[src/rtl/edge_debounce_counter.sv]
// edge_debounce_counter
//   Synchronises a raw level from an upstream flop, debounces it with a
//   four-state FSM, emits one-cycle rise/fall strobes on committed edges and
//   counts committed rising edges with a sticky overflow flag.
//
//   Build option EDGE_COUNT_SATURATE_EN:
//     defined   -> count holds at its maximum when a rise would overflow it
//     undefined -> count wraps to zero when a rise overflows it
//   The overflow flag sets identically in both builds.
module edge_debounce_counter #(
  parameter int SYNC_STAGES     = 2,  // synchroniser depth, >= 2
  parameter int DEBOUNCE_CYCLES = 4,  // agreeing samples to commit a level, >= 2
  parameter int COUNT_WIDTH     = 8   // width of the rise-event counter
) (
  input  logic                   clk,
  input  logic                   reset,      // asynchronous, active-low
  input  logic                   d_in,
  input  logic                   clr_count,
  output logic                   level,
  output logic                   rise,
  output logic                   fall,
  output logic [COUNT_WIDTH-1:0] count,
  output logic                   overflow
);

  localparam int CNT_W = $clog2(DEBOUNCE_CYCLES);
  localparam logic [CNT_W-1:0]       CNT_ONE   = CNT_W'(1);
  localparam logic [CNT_W-1:0]       CNT_LAST  = CNT_W'(DEBOUNCE_CYCLES - 1);
  localparam logic [COUNT_WIDTH-1:0] COUNT_MAX = {COUNT_WIDTH{1'b1}};

  typedef enum logic [1:0] {
    STABLE_LO = 2'd0,
    PEND_HI   = 2'd1,
    STABLE_HI = 2'd2,
    PEND_LO   = 2'd3
  } state_e;

  logic [SYNC_STAGES-1:0] sync_q, sync_d;
  logic                   sync_out;

  state_e                 state_q, state_d;
  logic [CNT_W-1:0]       cnt_q, cnt_d;
  logic                   level_q, level_d;
  logic                   rise_q, rise_d;
  logic                   fall_q, fall_d;
  logic [COUNT_WIDTH-1:0] count_q, count_d;
  logic                   overflow_q, overflow_d;

  logic [COUNT_WIDTH-1:0] count_base;
  logic                   overflow_base;

  // Shift the raw input through the synchroniser chain.
  always_comb begin
    sync_d = {sync_q[SYNC_STAGES-2:0], d_in};
  end

  assign sync_out = sync_q[SYNC_STAGES-1];

  // Debounce FSM next state: a level commits only after DEBOUNCE_CYCLES
  // consecutive agreeing samples; any disagreement drops back silently.
  always_comb begin
    // NOTE: every variable gets a default before the case so no path leaves
    // it unassigned; otherwise synthesis infers a latch.
    state_d = state_q;
    cnt_d   = cnt_q;
    level_d = level_q;
    rise_d  = 1'b0;
    fall_d  = 1'b0;
    unique case (state_q)
      STABLE_LO: begin
        if (sync_out) begin
          state_d = PEND_HI;
          cnt_d   = CNT_ONE;
        end
      end
      PEND_HI: begin
        if (!sync_out) begin
          state_d = STABLE_LO;
          cnt_d   = '0;
        end else if (cnt_q == CNT_LAST) begin
          state_d = STABLE_HI;
          cnt_d   = '0;
          level_d = 1'b1;
          rise_d  = 1'b1;
        end else begin
          cnt_d = cnt_q + CNT_ONE;
        end
      end
      STABLE_HI: begin
        if (!sync_out) begin
          state_d = PEND_LO;
          cnt_d   = CNT_ONE;
        end
      end
      PEND_LO: begin
        if (sync_out) begin
          state_d = STABLE_HI;
          cnt_d   = '0;
        end else if (cnt_q == CNT_LAST) begin
          state_d = STABLE_LO;
          cnt_d   = '0;
          level_d = 1'b0;
          fall_d  = 1'b1;
        end else begin
          cnt_d = cnt_q + CNT_ONE;
        end
      end
      default: begin
        state_d = STABLE_LO;
        cnt_d   = '0;
      end
    endcase
  end

  // Rise counter: a clear applies first, so a coincident rise lands on zero.
  always_comb begin
    count_base    = clr_count ? '0   : count_q;
    overflow_base = clr_count ? 1'b0 : overflow_q;
    count_d       = count_base;
    overflow_d    = overflow_base;
    if (rise_d) begin
      if (count_base == COUNT_MAX) begin
        overflow_d = 1'b1;
`ifdef EDGE_COUNT_SATURATE_EN
        count_d    = COUNT_MAX;
`else
        count_d    = '0;
`endif
      end else begin
        count_d = count_base + 1'b1;
      end
    end
  end

  // All state registers; reset clears everything immediately, mid-debounce too.
  always_ff @(posedge clk or negedge reset) begin
    if (!reset) begin
      sync_q     <= '0;
      state_q    <= STABLE_LO;
      cnt_q      <= '0;
      level_q    <= 1'b0;
      rise_q     <= 1'b0;
      fall_q     <= 1'b0;
      count_q    <= '0;
      overflow_q <= 1'b0;
    end else begin
      // NOTE: non-blocking assignments so every flop samples pre-edge values;
      // blocking here would let the synchroniser collapse into one stage.
      sync_q     <= sync_d;
      state_q    <= state_d;
      cnt_q      <= cnt_d;
      level_q    <= level_d;
      rise_q     <= rise_d;
      fall_q     <= fall_d;
      count_q    <= count_d;
      overflow_q <= overflow_d;
    end
  end

  assign level    = level_q;
  assign rise     = rise_q;
  assign fall     = fall_q;
  assign count    = count_q;
  assign overflow = overflow_q;

endmodule

[config.mk]
export PLATFORM = sky130hd
export DESIGN_NAME = edge_debounce_counter
export DESIGN_NICKNAME = d
export VERILOG_FILES = /design/src/rtl/edge_debounce_counter.sv
export SDC_FILE = /design/constraint.sdc
export NUM_CORES = 1
export LEC_CHECK = 0
export CAP_MARGIN = 20
export CORE_MARGIN = 5
export CORE_UTILIZATION = 45
export DETAILED_ROUTE_END_ITERATION = 6
export PLACE_DENSITY = 0.71
export SETUP_SLACK_MARGIN = 0.1
export SLEW_MARGIN = 10
export SYNTH_ARGS = -nofsm -noshare
export SYNTH_HDL_FRONTEND = slang
export SYNTH_SLANG_ARGS = --single-unit
export TNS_END_PERCENT = 20
[constraint.sdc]
create_clock -name clk -period 2.32 [get_ports clk]
set_input_delay 0.464 -clock clk [delete_from_list [all_inputs] [get_ports clk]]
set_output_delay 0.464 -clock clk [all_outputs]
set_load 0.05 [all_outputs]
# Yosys cells after proc, flatten, opt, wreduce, memory -nomap -nowiden
# Index checks and enable logic that the tools add are counted.
[op_classes] n_addsub=2 eq_ne=13 n_mux=28 n_reduce_logical=5
[ops] operator="2-to-1 mux 8 bit" n=3
[ops] operator="2-to-1 mux 2 bit" n=10
[ops] operator="one-hot mux 2 bit (4 select lines)" n=2
[ops] operator="2-to-1 mux 1 bit" n=12
[ops] operator="!= test 2 bit (second input constant)" n=6
[ops] operator="adder 8 x 1 -> 8 bit (second input constant)" n=1
[ops] operator="== test 8 bit (second input constant)" n=1
[ops] operator="== test 2 bit (second input constant)" n=3
[ops] operator="!= test 3 bit (second input constant)" n=2
[ops] operator="AND reduction 5 bit" n=1
[ops] operator="AND reduction 4 bit" n=1
[ops] operator="adder 2 x 1 -> 2 bit (second input constant)" n=1
[ops] operator="== test 2 x 1 -> 1 bit (second input constant)" n=1
[ops] operator="zero test 2 bit" n=1
[ops] operator="one-hot mux 1 bit (2 select lines)" n=1
[ops] operator="AND reduction 2 bit" n=1
[ops] operator="nonzero test 2 bit" n=1
[totals] reg_bits=18 input_bits=4 output_inout_bits=12 elab_cells=56

# Longest topological paths before layout
# Gate-level depths: netlist of the first run.
[logic_depth] depth_word=5 mapped_depth=6 mapped_depth_nobuf=5

# Least setup slack after synthesis of the first run
# No wires, ideal clock.
[synth_path] kind="reg-to-reg" start="register count_q[0] (netlist: count[0])" end="register count_q[5] (netlist: count[5])" setup_ns=0.143 arrival_ns=1.637 required_time_ns=2.177 slack_ns=0.539 path_stages_with_launch=6 n_path_buf=0 period_less_slack_ns=1.781 path_cell_list="dfrtp_1 > nor2b_1 > ha_1 > nand2_1 > nor4_1 > nor4_1"
[synth_via] elab_chain_len=4 elab_cells_between_ends=5 classes_between="add/sub (1); eq/ne (1); mux (3)"
[synth_lines] item="from (decl)" line="46" text="logic [COUNT_WIDTH-1:0] count_q, count_d;"
[synth_lines] item="from (signal assigned)" line="155" text="count_q <= count_d;"
[synth_lines] item="2-to-1 mux 8 bit (*)" line="117" text="count_base = clr_count ? '0 : count_q;"
[synth_lines] item="adder 8 x 1 -> 8 bit or == test 8 bit (tied branches)" line="130, 122"
[synth_lines] item="2-to-1 mux 8 bit (*)" line="122" text="if (count_base == COUNT_MAX) begin"
[synth_lines] item="2-to-1 mux 8 bit (*)" line="121" text="if (rise_d) begin"
[synth_lines] item="net count_d[5]" line="46"
# The timed path passes the listed nets; every way through them passes the cells marked *.
# A chain may end at the register's enable or synchronous reset.

# Worst setup path in the final report of the first run
[layout_path] start="register count_q[0] (netlist: count[0])" end="output count[0]"
[layout_lines] item="to (decl)" line="22" text="output logic [COUNT_WIDTH-1:0] count,"
# No word-level cell between the ends.

==> results of run 1 <==
==> state kept, by name, summed over array words and instances, names as in the netlist, named ones only <==
name      flops
cnt_q         2
count         8
fall          1
level         1
overflow      1
rise          1
state_q       1
sync_q        2
==> power groups by stage <==
stage               combinational [uW]  sequential [uW]  clock [uW]
floorplan                          114              418           0
global placement                   160              411           0
detailed placement                 169              416           0
CTS                                169              410         201
global route                       178              417         215
finish                             167              411         195
==> cells in the final DEF (no fill, tap or decap), drive strengths merged <==
master	n
clkdlybuf4s50	15
dfrtp	18
or4	1
nor2	1
or3	1
o22ai	1
a21oi	4
nand4	3
clkbuf	4
nand3	1
nand4b	1
nor2b	5
nand3b	1
o21bai	1
and3	1
nor3	2
a211oi	1
a31oi	2
xnor2	2
nor3b	1
xor2	1
o21ba	1
mux2i	2
mux2	2
o21ai	3
nor4	2
o31ai	1
ha	2
nand2	8
o41ai	1
nand2b	1
buf	2
inv	1
==> layer usage <==
layer  share of wire (%)  vias to the layer above  track usage [%]  wire length [um]
li1                    -                      309                -                 -
met1                  46                      317            16.52               771
met2                  44                       30            21.28               745
met3                 7.9                        6            4.225               133
met4                 2.2                        0            7.234                37
met5                   0                        -                0                 0
==> cell usage after synthesis <==
cell	instances	share of area, %
nand2_1	8	3.6
nor4_1	2	1.5
buf_2	1	0.60
nand3b_1	1	0.91
or4_1	1	0.91
a31oi_1	2	1.5
nor3_1	2	1.2
nand4_1	3	2.3
mux2i_1	2	2.4
nand2b_1	1	0.76
o21ba_1	1	1.2
o21ai_0	3	1.8
o41ai_1	1	1.1
and3_1	1	0.76
o22ai_1	1	0.76
ha_1	2	3.0
o31ai_1	1	0.91
nand4b_4	1	2.9
or3_1	1	0.76
o21bai_1	1	0.91
dfrtp_1	18	54
nand3_1	1	0.60
clkbuf_1	1	0.45
xor2_1	1	1.1
xnor2_1	2	2.1
nor2b_1	5	3.8
mux2_2	2	2.7
nor3b_1	1	0.91
a21oi_1	4	2.4
nor2_1	1	0.45
a211oi_1	1	0.91
inv_2	1	0.45
==> metrics by stage <==
step	instances	instance area, um^2	total power, uW	util (%)
5_1_grt	118	1052	810.7	60.29
3_5_place_dp	114	1016	584.9	58.21
6_report	118	1052	772.9	60.29
2_1_floorplan	74	828.3	531.5	-
4_1_cts	118	1052	780.0	60.29
3_3_place_gp	114	1016	571.7	58.21
==> cells by family after synthesis <==
group,after synthesis
compound gates,15
fa+ha+maj,2
buf+inv,3
xor+xnor,3
mux,4
simple gates,29
flops,18
==> cell type report <==
cell class              instances  area (um^2)  area share (%)
repair buffers                 17        165.2           15.70
inverters                       1        3.754          0.3567
well taps                      25        31.28           2.973
flip-flops and latches         18        450.4           42.81
multi-input cells              53        365.4           34.72
clock buffers                   4        36.28           3.448
==> how the worst max path moves through the flow <==
stage / slack [ns] / startpoint / end / cells after the start
after floorplan: 0.54 / count[0] / count[5] / 5
after global placement: 0.30 / clr_count / count[5] / 6
after detailed placement: 0.14 / clr_count / count[5] / 6
after CTS: 0.23 / count[0] / count[0] / 1
after global routing: 0.17 / count[0] / count[0] / 1
final: 0.22 / count[0] / count[0] / 1
==> flow_metrics.py, run 1 <==
metrics = {
    "setup_path": {
        "cp.required_ns": 1.86,
        "critPathKind": "register to output port",
        "timing.rr.end": "count[5]",
        "worstReg2RegStart": "count[0]",
        "crit_chain": "clkdlybuf4s50_1",
        "critical_path_buf_inv_count": 1,
        "crit_path_end_kind": "output port",
        "crit_family": "buffers and inverters",
        "reg2reg_depth": 5,
        "cpPeakStageDelay_ns": 0.85,
        "r2r_slack_ns": 0.57,
        "critPathSlowestCell": "clkdlybuf4s50_1",
        "start_kind": "register",
        "critPathArrivalTime_ns": 1.63,
        "crit_fanout": 8,
    },
    "sta": {
        "holdWs_ns": 0.3584,
        "max_clock_freq_mhz": 477.2,
        "layout_min_cycle_time_ns": 2.096,
        "worst_pin_slew_ns": 0.5030,
        "timing.final.crit_share_pct": 90.33,
        "finalSetupViolCount": 0,
        "maxSlewViolCount": 0,
        "hold_viol": 0,
        "setup_ws_ns": 0.2242,
        "skew_ns": 0.01017,
        "maxSlewHeadroom_pct": 66.16,
        "rsz0062_at_grt": "no",
        "fin_setup_tns_ns": 0,
    },
    "final_layout": {
        "nFillCells": 156,
        "diodes": 0,
        "syn2layout_area_growth_pct": 27.04,
        "finalNetCount": 100,
        "drive_above_1_share_pct": 10.75,
    },
    "grt": {
        "grt_max_degree": 19,
        "grt_pass1_wl_mm": 2.739,
        "grt.overflow.total": 0,
        "grt_pass1_vias": 644,
        "grt_antenna_before_repair": 0,
        "track_usage_pct": 13.58,
    },
    "routing": {
        "route.detailed.drc": 0,
        "dr.pass1.iters": 4,
        "wl_per_cell_um": 14.31,
        "vias_per_cell": 5.610,
        "routed_wl_mm": 1.688,
        "ant_nets": 0,
        "drt_iter0_markers": 24,
        "via_count": 662,
    },
    "place": {
        "gp_congestion": 0.8477,
        "dpl_worst_slack_ns": 0.1385,
        "dp_hpwl_mm": 1.235,
        "port_buffers": 15,
    },
    "hold_path": {
        "holdCritPathClass": "register to register",
        "whs_path_depth": 0,
        "holdPathEnd": "sync_q[1]",
        "holdCritStartpoint": "sync_q[0]",
    },
    "pwr": {
        "p_int_uw": 529.2,
        "power_density_mw_per_mm2": 734.5,
        "vdd_drop_max_mv": 0.6496,
        "p_leak_uw": 0.0004655,
        "p_seq_share_pct": 53.2,
        "sw_frac_of_total_pct": 31.53,
        "switchingPower_uw": 243.7,
        "p_comb_share_pct": 21.6,
        "p_clk_share_pct": 25.2,
    },
    "clock_tree": {
        "hold_buffers": 0,
        "clk_pin_slew_worst_paths_ns": 0.10,
        "cts-resized-gates": 0,
        "cts-root-buf": "clkbuf_4",
        "cts_setup_buffers": 0,
        "cts_max_level": 1,
        "max-clock-path-buffers": 2,
        "insertion_delay_ns": 0.30,
        "cts_made_buffers": 3,
        "cts.sinks": 18,
        "cts_tree": "yes",
    },
    "floorplanning": {
        "rows": 15,
        "ios": 16,
        "die_w_um": 52.90,
        "die_h_um": 52.90,
        "die-area_mm2": 0.002798,
        "initial_core_util_pct": 47.46,
        "coreArea_mm2": 0.001745,
    },
    "synthesis": {
        "synth_compound_area_share_pct": 11.48,
        "synth-seq-cells": 18,
        "synthSimpleGateAreaFrac_pct": 21.30,
        "synth_top_family_by_area": "simple AND/OR/NAND/NOR gates",
        "ys_warn_count": 0,
        "synth_mux_area_share_pct": 5.136,
        "syn_inst": 74,
        "synth.net_count": 80,
        "syn_area_per_cell_um2": 11.19,
        "ys_seq_area_share_pct": 54.38,
        "yosys.area_share.adder_pct": 3.021,
        "synth_cell_types": 32,
        "syn-cell-area_um2": 828.3,
        "synth-xor-area-share_pct": 3.172,
    },
    "flow_run": {
        "cap_viol_max_count": 0,
    },
    "run_status": {
        "status": "complete, no violations",
    },
}
No activity file was read; power rests on OpenSTA's default activity.
==> run 2: changes to the inputs <==
--- a/config.mk
+++ b/config.mk
@@ -6,13 +6,13 @@
 export NUM_CORES = 1
 export LEC_CHECK = 0
 export CAP_MARGIN = 20
-export CORE_MARGIN = 5
+export CORE_MARGIN = 2
 export CORE_UTILIZATION = 45
 export DETAILED_ROUTE_END_ITERATION = 6
 export PLACE_DENSITY = 0.71
 export SETUP_SLACK_MARGIN = 0.1
+export SKIP_CTS_REPAIR_TIMING = 1
 export SLEW_MARGIN = 10
 export SYNTH_ARGS = -nofsm -noshare
 export SYNTH_HDL_FRONTEND = slang
 export SYNTH_SLANG_ARGS = --single-unit
-export TNS_END_PERCENT = 20
==> flow_metrics.py, run 2 (same netlist as run 1, synthesis figures left out) <==
metrics = {
    "run_status": {
        "status": "complete, no violations",
    },
    "clock_tree": {
        "clk_pin_slew_worst_paths_ns": 0.10,
        "max-clock-path-buffers": 2,
        "cts_max_level": 1,
        "cts_tree": "yes",
        "insertion_delay_ns": 0.29,
        "cts.sinks": 18,
        "cts_made_buffers": 3,
        "cts-root-buf": "clkbuf_4",
    },
    "floorplanning": {
        "die_w_um": 46.90,
        "die_h_um": 46.90,
        "die-area_mm2": 0.002200,
        "coreArea_mm2": 0.001727,
        "initial_core_util_pct": 47.97,
        "ios": 16,
        "rows": 15,
    },
    "hold_path": {
        "holdCritPathClass": "register to register",
    },
    "sta": {
        "max_clock_freq_mhz": 478.6,
        "timing.final.crit_share_pct": 90.06,
        "layout_min_cycle_time_ns": 2.089,
        "rsz0062_at_grt": "no",
        "holdWs_ns": 0.3609,
        "worst_pin_slew_ns": 0.4999,
        "hold_viol": 0,
        "skew_ns": 0.004306,
        "finalSetupViolCount": 0,
        "maxSlewViolCount": 0,
        "maxSlewHeadroom_pct": 66.57,
        "fin_setup_tns_ns": 0,
    },
    "setup_path": {
        "crit_fanout": 8,
        "timing.rr.end": "count[5]",
        "crit_path_end_kind": "output port",
        "crit_chain": "clkdlybuf4s50_1",
        "start_kind": "register",
        "critPathKind": "register to output port",
        "endpoint": "count[0]",
        "reg2reg_depth": 5,
        "cp.required_ns": 1.86,
        "cpPeakStageDelay_ns": 0.85,
        "worstReg2RegStart": "count[1]",
        "crit_start": "count[0]",
        "critPathArrivalTime_ns": 1.63,
        "crit_family": "buffers and inverters",
        "critPathSlowestCell": "clkdlybuf4s50_1",
        "cp.depth": 1,
        "r2r_slack_ns": 0.59,
        "critical_path_buf_inv_count": 1,
    },
    "grt": {
        "grtUsageMet2_pct": 23.84,
        "grt.overflow.total": 0,
        "use_met1_pct": 25.30,
        "track_usage_pct": 17.28,
        "grt_pass1_vias": 615,
        "grt_pass1_wl_mm": 2.697,
        "busiest_layer": "met1",
        "grt_max_degree": 19,
        "grt_antenna_before_repair": 0,
        "gr-usage-met3_pct": 4.231,
    },
    "pwr": {
        "finalPower_uw": 718.1,
        "power_density_mw_per_mm2": 691.5,
        "vdd_drop_max_mv": 0.4176,
        "p_leak_uw": 0.0004583,
    },
    "place": {
        "gp_congestion": 0.8418,
        "dp_hpwl_mm": 1.121,
        "dpl-instance-area_mm2": 0.001016,
        "port_buffers": 15,
    },
    "routing": {
        "route.detailed.drc": 0,
        "dr.pass1.iters": 4,
        "wl_per_cell_um": 13.28,
        "vias_per_cell": 5.479,
        "drt_iter0_markers": 12,
        "via_count": 641,
        "routed_wl_mm": 1.554,
        "ant_nets": 0,
    },
    "final_layout": {
        "finalNetCount": 100,
        "nFillCells": 160,
        "mostFrequentLayoutCell": "dfrtp_1",
        "final_area_mm2": 0.001039,
        "drive_above_1_share_pct": 9.783,
        "final_cell_mix": "dfrtp_1 (18), clkdlybuf4s50_1 (15), nand2_1 (8)",
        "diodes": 0,
        "syn2layout_area_growth_pct": 25.38,
        "largest_reg_flops": 8,
    },
    "flow_run": {
        "cap_viol_max_count": 0,
    },
}
run 2: changes by cell type in the layout (fill, tap and decap cells not counted):
| cell | previous run | this run |
|---|---|---|
| clkbuf_8 | 1 | 0 |
run 2: per-layer routing:
layer  wire length, um  vias to the layer above
met2               680                       19
met1               782                      311
met4                27                        0
met3                65                        4
li1                  -                      307
met5                 0                        -
run 2: where the power goes:
part | switching (uW) | internal [uW]
combinational | 84.0 | 76.7
clock | 89.2 | 60.3
sequential | 52.3 | 356
run 2: worst register-to-register path, stage by stage (launching register included):
cell     delay, ns
dfrtp_1       0.47
nor2b_1       0.23
ha_1          0.27
nand2_1       0.10
nor4_1        0.38
nor4_1        0.14
run 2: cell type report:
class,instances,area (um^2),share of cell area (%)
well taps,25,31.28,3.012
repair buffers,17,165.2,15.90
flip-flops and latches,18,450.4,43.37
clock buffers,3,22.52,2.169
inverters,1,3.754,0.3614
multi-input cells,53,365.4,35.18
run 2: per-stage QoR:
step,util (%),setup WS (ns),cells
2_1_floorplan,-,0.5394,74
3_3_place_gp,58.84,0.2287,114
3_5_place_dp,58.84,0.1202,114
4_1_cts,60.14,0.2184,117
5_1_grt,60.14,0.1646,117
6_report,60.14,0.2307,117
run 2: how the worst min path moves through the flow:
stage               from                          to  slack, ns  depth (start not counted)
2_1_floorplan      reset  asynchronous set/reset pin       0.17                          0
3_3_place_gp   sync_q[0]                   sync_q[1]       0.33                          0
3_5_place_dp   sync_q[0]                   sync_q[1]       0.34                          0
4_1_cts        sync_q[0]                   sync_q[1]       0.36                          0
5_1_grt        sync_q[0]                   sync_q[1]       0.38                          0
6_report       sync_q[0]                   sync_q[1]       0.36                          0
==> run 3: changes to the inputs <==
--- a/config.mk
+++ b/config.mk
@@ -11,7 +11,6 @@
 export DETAILED_ROUTE_END_ITERATION = 6
 export PLACE_DENSITY = 0.71
 export SETUP_SLACK_MARGIN = 0.1
-export SKIP_CTS_REPAIR_TIMING = 1
 export SLEW_MARGIN = 10
 export SYNTH_ARGS = -nofsm -noshare
 export SYNTH_HDL_FRONTEND = slang
==> results of run 3 <==
No change in the layout: final DEF, timing and power equal those of run 2.
